--- src/rtl/imem_boot_ctl.sv ---
// Boot controller: holds the core in reset, streams a program image into imem,
// then releases the core a fixed number of cycles after the final write.
module imem_boot_ctl #(
   parameter int unsigned NUM_WORDS = 256,
   parameter logic [31:0] BASE_ADDR = 32'h0000_0000,
   parameter int unsigned HOLD_CYC  = 2
) (
   input  logic        clk,
   input  logic        reset,
   input  logic        start_boot_i,
   input  logic [15:0] len_boot_i,
   input  logic        in_valid_boot_i,
   input  logic [31:0] in_data_boot_i,
   output logic        in_ready_boot_o,
   output logic        wr_en_imem_o,
   output logic [31:0] addr_imem_o,
   output logic [31:0] wr_instr_imem_o,
   output logic        core_reset_o,
   output logic        busy_o,
   output logic        done_o,
   output logic        err_o
);

   localparam int unsigned CNT_W  = $clog2(NUM_WORDS + 1);
   localparam int unsigned HOLD_W = (HOLD_CYC > 1) ? $clog2(HOLD_CYC) : 1;

   typedef enum logic [2:0] {S_IDLE, S_LOAD, S_HOLD, S_RUN, S_ERR} state_e;

   state_e              state_q, state_d;
   logic [CNT_W-1:0]    cnt_q, len_q;
   logic [HOLD_W-1:0]   hold_q;
   logic                ready_q, ready_d;
   logic                wr_en_q, wr_en_d;
   logic [31:0]         addr_q, addr_d;
   logic [31:0]         data_q, data_d;
   logic                core_rst_q, core_rst_d;
   logic                busy_q, busy_d;
   logic                done_q, done_d;
   logic                err_q, err_d;

   logic len_ok, xfer, last_xfer, hold_done, accept;

   assign len_ok    = (len_boot_i != 16'd0) && (32'(len_boot_i) <= NUM_WORDS);
   assign xfer      = in_valid_boot_i && ready_q;
   assign last_xfer = xfer && (cnt_q == len_q - CNT_W'(1));
   assign hold_done = (hold_q == HOLD_W'(HOLD_CYC - 1));
   assign accept    = (state_d == S_LOAD) && (state_q != S_LOAD);

   // State and registered outputs
   always_ff @(posedge clk) begin
      if (reset) begin
         state_q    <= S_IDLE;
         ready_q    <= 1'b0;
         wr_en_q    <= 1'b0;
         addr_q     <= BASE_ADDR;
         data_q     <= 32'd0;
         core_rst_q <= 1'b1;
         busy_q     <= 1'b0;
         done_q     <= 1'b0;
         err_q      <= 1'b0;
      end else begin
         state_q    <= state_d;
         ready_q    <= ready_d;
         wr_en_q    <= wr_en_d;
         addr_q     <= addr_d;
         data_q     <= data_d;
         core_rst_q <= core_rst_d;
         busy_q     <= busy_d;
         done_q     <= done_d;
         err_q      <= err_d;
      end
   end

   always_ff @(posedge clk) begin
      if (reset) begin
         cnt_q  <= '0;
         len_q  <= '0;
         hold_q <= '0;
      end else begin
         if (accept) begin
            cnt_q <= '0;
            len_q <= len_boot_i[CNT_W-1:0];
         end else if (xfer) begin
            cnt_q <= cnt_q + CNT_W'(1);
         end
         hold_q <= (state_q == S_HOLD) ? hold_q + HOLD_W'(1) : '0;
      end
   end

   // Start is only honoured outside LOAD/HOLD; invalid lengths land in ERR
   always_comb begin
      state_d = state_q;
      case (state_q)
         S_IDLE, S_RUN, S_ERR: if (start_boot_i) state_d = len_ok ? S_LOAD : S_ERR;
         S_LOAD:               if (last_xfer) state_d = S_HOLD;
         S_HOLD:               if (hold_done) state_d = S_RUN;
         default:              state_d = S_IDLE;
      endcase
   end

   always_comb begin
      ready_d    = (state_d == S_LOAD);
      core_rst_d = (state_d != S_RUN);
      busy_d     = (state_d == S_LOAD) || (state_d == S_HOLD);
      done_d     = (state_d == S_RUN);
      err_d      = (state_d == S_ERR);
      wr_en_d    = xfer;
      addr_d     = xfer ? BASE_ADDR + (32'(cnt_q) << 2) : addr_q;
      data_d     = xfer ? in_data_boot_i : data_q;
   end

   assign in_ready_boot_o = ready_q;
   assign wr_en_imem_o    = wr_en_q;
   assign addr_imem_o     = addr_q;
   assign wr_instr_imem_o = data_q;
   assign core_reset_o    = core_rst_q;
   assign busy_o          = busy_q;
   assign done_o          = done_q;
   assign err_o           = err_q;

endmodule

--- config.mk ---
export PLATFORM = sky130hd
export DESIGN_NAME = imem_boot_ctl
export DESIGN_NICKNAME = d
export VERILOG_FILES = /design/src/rtl/imem_boot_ctl.sv
export SDC_FILE = /design/constraint.sdc
export NUM_CORES = 1
export LEC_CHECK = 0
export BUFFER_PORTS_ARGS = -buffer_cell sky130_fd_sc_hd__buf_4
export CAP_MARGIN = 20
export CORE_ASPECT_RATIO = 1.1
export CORE_MARGIN = 4
export CORE_UTILIZATION = 45
export DETAILED_ROUTE_END_ITERATION = 12
export PLACE_DENSITY = 0.86
export SETUP_SLACK_MARGIN = 0.2
export SYNTH_ARGS = -nofsm -noshare
export SYNTH_HDL_FRONTEND = slang
export SYNTH_SLANG_ARGS = --single-unit
--- constraint.sdc ---
create_clock -name clk -period 2.75 [get_ports clk]
set_clock_uncertainty 0.05 [all_clocks]
set_input_delay 0.4125 -clock clk [delete_from_list [all_inputs] [get_ports clk]]
set_output_delay 0.4125 -clock clk [all_outputs]
set_load 0.1 [all_outputs]
### Yosys cells after proc, flatten, opt, wreduce, memory -nomap -nowiden

Index checks and enable logic that the tools add are counted.

| operators by class | value |
|---|---|
| $add $sub $neg | 3 |
| order comparisons | 1 |
| equal/unequal tests | 11 |
| muxes and demuxes | 5 |
| bitwise logic cells | 1 |
| reductions and logical operators | 10 |

Operators by type and width:

| operator | count |
|---|---|
| <= comparator 16 x 9 -> 1 bit (second input constant) | 1 |
| nonzero test 16 bit | 1 |
| == test 3 x 2 -> 1 bit (second input constant) | 4 |
| two-way mux 3 bit | 4 |
| adder 9 x 1 -> 9 bit (second input constant) | 1 |
| == test 9 bit | 1 |
| one-hot mux 3 bit (3 select lines) | 1 |
| subtractor 9 x 1 -> 9 bit (second input constant) | 1 |
| == test 3 x 1 -> 1 bit (second input constant) | 2 |
| == test 3 bit (second input constant) | 2 |
| logical AND 1 bit | 4 |
| OR reduction 2 bit | 2 |
| zero test 3 bit | 1 |
| inequality test 3 x 1 -> 1 bit (second input constant) | 1 |
| inequality test 3 x 2 -> 1 bit (second input constant) | 1 |
| OR reduction 3 bit | 1 |
| adder 1 bit (second input constant) | 1 |
| logical OR 1 bit | 1 |
| NOT 1 bit | 1 |

| storage, ports and cells | value |
|---|---|
| bits in registers | 69 |
| input bits | 52 |
| logic and storage cells | 43 |

### Depth between registers and ports, before layout

| depth | value |
|---|---|
| word-level depth | 8 |
| depth in mapped cells | 8 |

### Worst setup path after synthesis

Ideal clock, no wire load.

| path | value |
|---|---|
| path kind | register to register |
| from | reg ready_q (netlist: in_ready_boot_o) |
| to | reg core_rst_q (netlist: core_reset_o) |
| setup time | 0.123 ns |
| arrival time | 2.298 ns |
| path slack | 0.279 ns |
| stages on the path, launching flop included | 7 |
| period minus slack after synthesis | 2.471 ns |
| path through | dfxtp_1 and2_1 clkbuf_1 o2111ai_1 a2111oi_2 a31oi_1 or2_2 |

| between the ends | value |
|---|---|
| word-level cells in the longest chain between the ends | 5 |

RTL lines:

| element | line | RTL |
|---|---|---|
| start, declared | 32 | `logic ready_q, ready_d;` |
| start signal, assigned | 63 | `ready_q <= ready_d;` |
| logical AND 1 bit | 44 | `assign xfer = in_valid_boot_i && ready_q;` |
| logical AND 1 bit | 45 | `assign last_xfer = xfer && (cnt_q == len_q - CNT_W'(1));` |
| two-way mux 3 bit | 95 | `S_LOAD: if (last_xfer) state_d = S_HOLD;` |
| one-hot mux 3 bit (3 select lines) | 93 | `case (state_q)` |
| inequality test 3 x 2 -> 1 bit | 103 | `core_rst_d = (state_d != S_RUN);` |
| end signal, assigned | 67 | `core_rst_q <= core_rst_d;` |
| end, declared | 36 | `logic core_rst_q, core_rst_d;` |

Every way passes these cells.
A chain may end at the register's enable or synchronous reset.

### Worst setup path in the final report

| path | value |
|---|---|
| from | reg len_q[0] |
| to | reg core_rst_q (netlist: core_reset_o) |

| between the ends | value |
|---|---|
| word-level cells in the longest chain between the ends | 6 |

RTL lines:

| element | line | RTL |
|---|---|---|
| start, declared | 30 | `logic [CNT_W-1:0] cnt_q, len_q;` |
| start signal, assigned | 82 | `len_q <= len_boot_i[CNT_W-1:0];` |
| subtractor 9 x 1 -> 9 bit | 45 |  |
| == test 9 bit | 45 |  |
| logical AND 1 bit | 45 |  |
| two-way mux 3 bit | 95 |  |
| one-hot mux 3 bit (3 select lines) | 93 |  |
| inequality test 3 x 2 -> 1 bit | 103 |  |

Every way passes these cells.

==> run summary <==
status: finished clean
CTS Buf Count: 9
Yosys cell types: 45
H-tree levels: 3
Worst-Skew Late Latency: 0.34 ns
die area: 8159 um2
grt total ovfl: 0
area share of the largest cell type after synthesis: 45.30%
crit end category: flop
Post-synth EDFFs: 0
Final Core Density: 59.51%
CTS tree: done
WP data arrival: 2.62 ns
worst hold margin: 0.2675 ns
CP cell instances: inv_1, ha_1, or3b_1, nor3_2, mux2i_1, a2111oi_2, a31oi_1, or2_2
Power Dens Cells: 490.5 nW/um2
post-layout min period: 2.446 ns
CP startpoint kind: flop
Avg Synthesized Cell Area: 8.241 um2
Wirelength per Cell: 12.52 um
Tcrit/Tclk final: 88.93%
hold-fix buffer count after cts: 0
endpoints failing hold: 0
starting density of the core: 46.24%
Main synth FF type: dfxtp_1
relative slew slack: 54.95%
CP Max Fanout: 5
Vias/cell: 4.947
clock sinks: 69
vias in the first global route: 2475
clock buffer depth: 2
Max IR drop VDD: 0.3283 mV
top cells by area, synth: dfxtp_1 45%, nand2_1 11%, a21oi_1 7.4%
port bufs: 98
vias: 2716
synth warn: 0
Die Width: 86.49 um
GRT Overall Usage: 17.03%
Cell Area, Synth: 3049 um2
Ports: 122
layout cells sized above 1: 27.62%
root buf cell: clkbuf_8
DP HPWL: 5030 um
total wire length: 6873 um
Placement Setup Slack: -0.1632 ns
initial DRC count: 99
first-pass GRT wire length: 11150 um
Mapped Cells: 370
area of the core: 6594 um2
Remaining DRCs: 0
setup violators final: 0
CP Class: flop to flop
Slowest Stage Delay on Critical Path: 0.40 ns
Yosys reg bits: 69
n_diodes: 0
Required @ worst endpoint: 2.92 ns
Worst Path Buf+Inv: 1
DRT antenna net count: 0
Fmax: 408.9 MHz
initial antenna violation count: 0
FP Rows: 31
min-delay worst type: primary input to flop
RD Place Congestion: 0.8303
area grow syn2layout: 28.68%
fin worst setup slack: 0.3044 ns
CP top delay family: simple AND/OR/NAND/NOR gates
ys async rst share: 0%
largest net degree at the start of global routing: 69
Leakage Power: 1.604 nW
Slowest-stage cell, CP: or3b_1
fin. max-slew vios: 0
max-cap check violation count: 0
Nets: 517
clock-pin slew on the worst setup and hold paths: 0.07 ns
Fillers: 603
Initial DRT Pass Iterations: 6
Worst-Margin Slew: 0.6758 ns
RSZ-0062 raised after global routing: false
sequential area share after synthesis: 45.30%
Die H: 94.34 um
area leader, netlist: dfxtp_1
## cells by family after synthesis
group | after synthesis | synth area share (%)
xor+xnor | 16 | 4.596
flops | 69 | 45.30
fa+ha+maj | 2 | 0.8205
other cells | 1 | 0.1230
mux | 11 | 3.611
compound gates | 61 | 11.82
buf+inv | 48 | 9.233
simple gates | 162 | 24.50
## report_power, final
part / switching (mW) / internal (mW) / total (mW)
sequential: 0.00167 / 1.00 / 1.00
clock: 0.366 / 0.321 / 0.687
combinational: 0.180 / 0.0544 / 0.235
## final timing paths
kind / depth (start not counted) / endpoint / startpoint / slack, ns
setup / recovery: 8 / core_reset_o$_SDFF_PP1_ / len_q[0]$_SDFFE_PP0P_ / 0.30
hold / removal: 3 / wr_instr_imem_o[8]$_SDFFE_PP0P_ / in_data_boot_i[8] / 0.27
setup reg to reg: 8 / core_reset_o$_SDFF_PP1_ / len_q[0]$_SDFFE_PP0P_ / 0.30
hold reg to reg: 2 / addr_imem_o[2]$_SDFFE_PP0P_ / addr_imem_o[2]$_SDFFE_PP0P_ / 0.41
## stage by stage
stage          total power [mW]  TNS (ns)  instances  area [um2]
4_1_cts                   1.950         0        549        3919
6_report                  1.925         0        549        3924
5_1_grt                   2.006         0        549        3924
3_5_place_dp              1.260    -2.095        534        3755
2_1_floorplan             1.219         0        392        3132
3_3_place_gp              1.258   -0.7002        534        3755
## registers in the layout, summed over array words and instances (netlist names)
signal           flops
wr_instr_imem_o     32
addr_imem_o          9
cnt_q                9
len_q                9
state_q              3
busy_o               1
core_reset_o         1
done_o               1
err_o                1
hold_done            1
in_ready_boot_o      1
wr_en_imem_o         1
## per-layer routing
layer  vias to the layer above  GRT usage (%)  part of all wire [%]
met5                         -              0                     0
met4                         0          7.403                   2.0
met3                        10          3.141                   7.4
met2                        96          29.59                    50
met1                      1236          20.42                    41
li1                       1374              -                     -
## area by class of cell
class,count,area (um2),share of cell area [%]
Clock buffer,11,131.4,3.348
Inverter,4,15.01,0.3827
Multi-Input combinational cell,275,1486,37.88
Timing Repair Buffer,104,780.7,19.90
Tap cell,82,102.6,2.615
Sequential cell,69,1381,35.20
Clock inverter,4,26.28,0.6696
## tightest hold or removal path, stage by stage
cell	delay [ns]
buf_4	0.11
nand2_1	0.04
a21oi_1	0.05
## cell usage in the layout (no fill, tap or decap), drive strengths merged, types with 3 or more instances in the layout
| master | count |
|---|---|
| a21oi | 45 |
| and2 | 4 |
| buf | 104 |
| clkbuf | 11 |
| clkinv | 3 |
| conb | 23 |
| dfxtp | 69 |
| inv | 4 |
| mux2i | 11 |
| nand2 | 89 |
| nand2b | 3 |
| nand3 | 6 |
| nand3b | 3 |
| nor2 | 22 |
| nor3 | 15 |
| nor3b | 3 |
| o21ai | 4 |
| or2 | 4 |
| xnor2 | 8 |
| xor2 | 8 |
## synthesized netlist by cell type (5+ instances only)
cell type / number
a21oi_1: 45
buf_1: 5
buf_4: 23
clkbuf_1: 14
dfxtp_1: 69
mux2i_1: 11
nand2_1: 89
nand3_1: 6
nor2_1: 22
nor3_1: 14
xnor2_1: 8
xor2_1: 8
## what timing repair did
| action | CTS | global route |
|---|---|---|
| pin swaps | 0 | 1 |
| buffers inserted | 0 | 0 |
| resized for setup | 1 | 1 |
| endpoints found under the setup margin | 1 | 1 |
(Power assumes the default switching activity.)
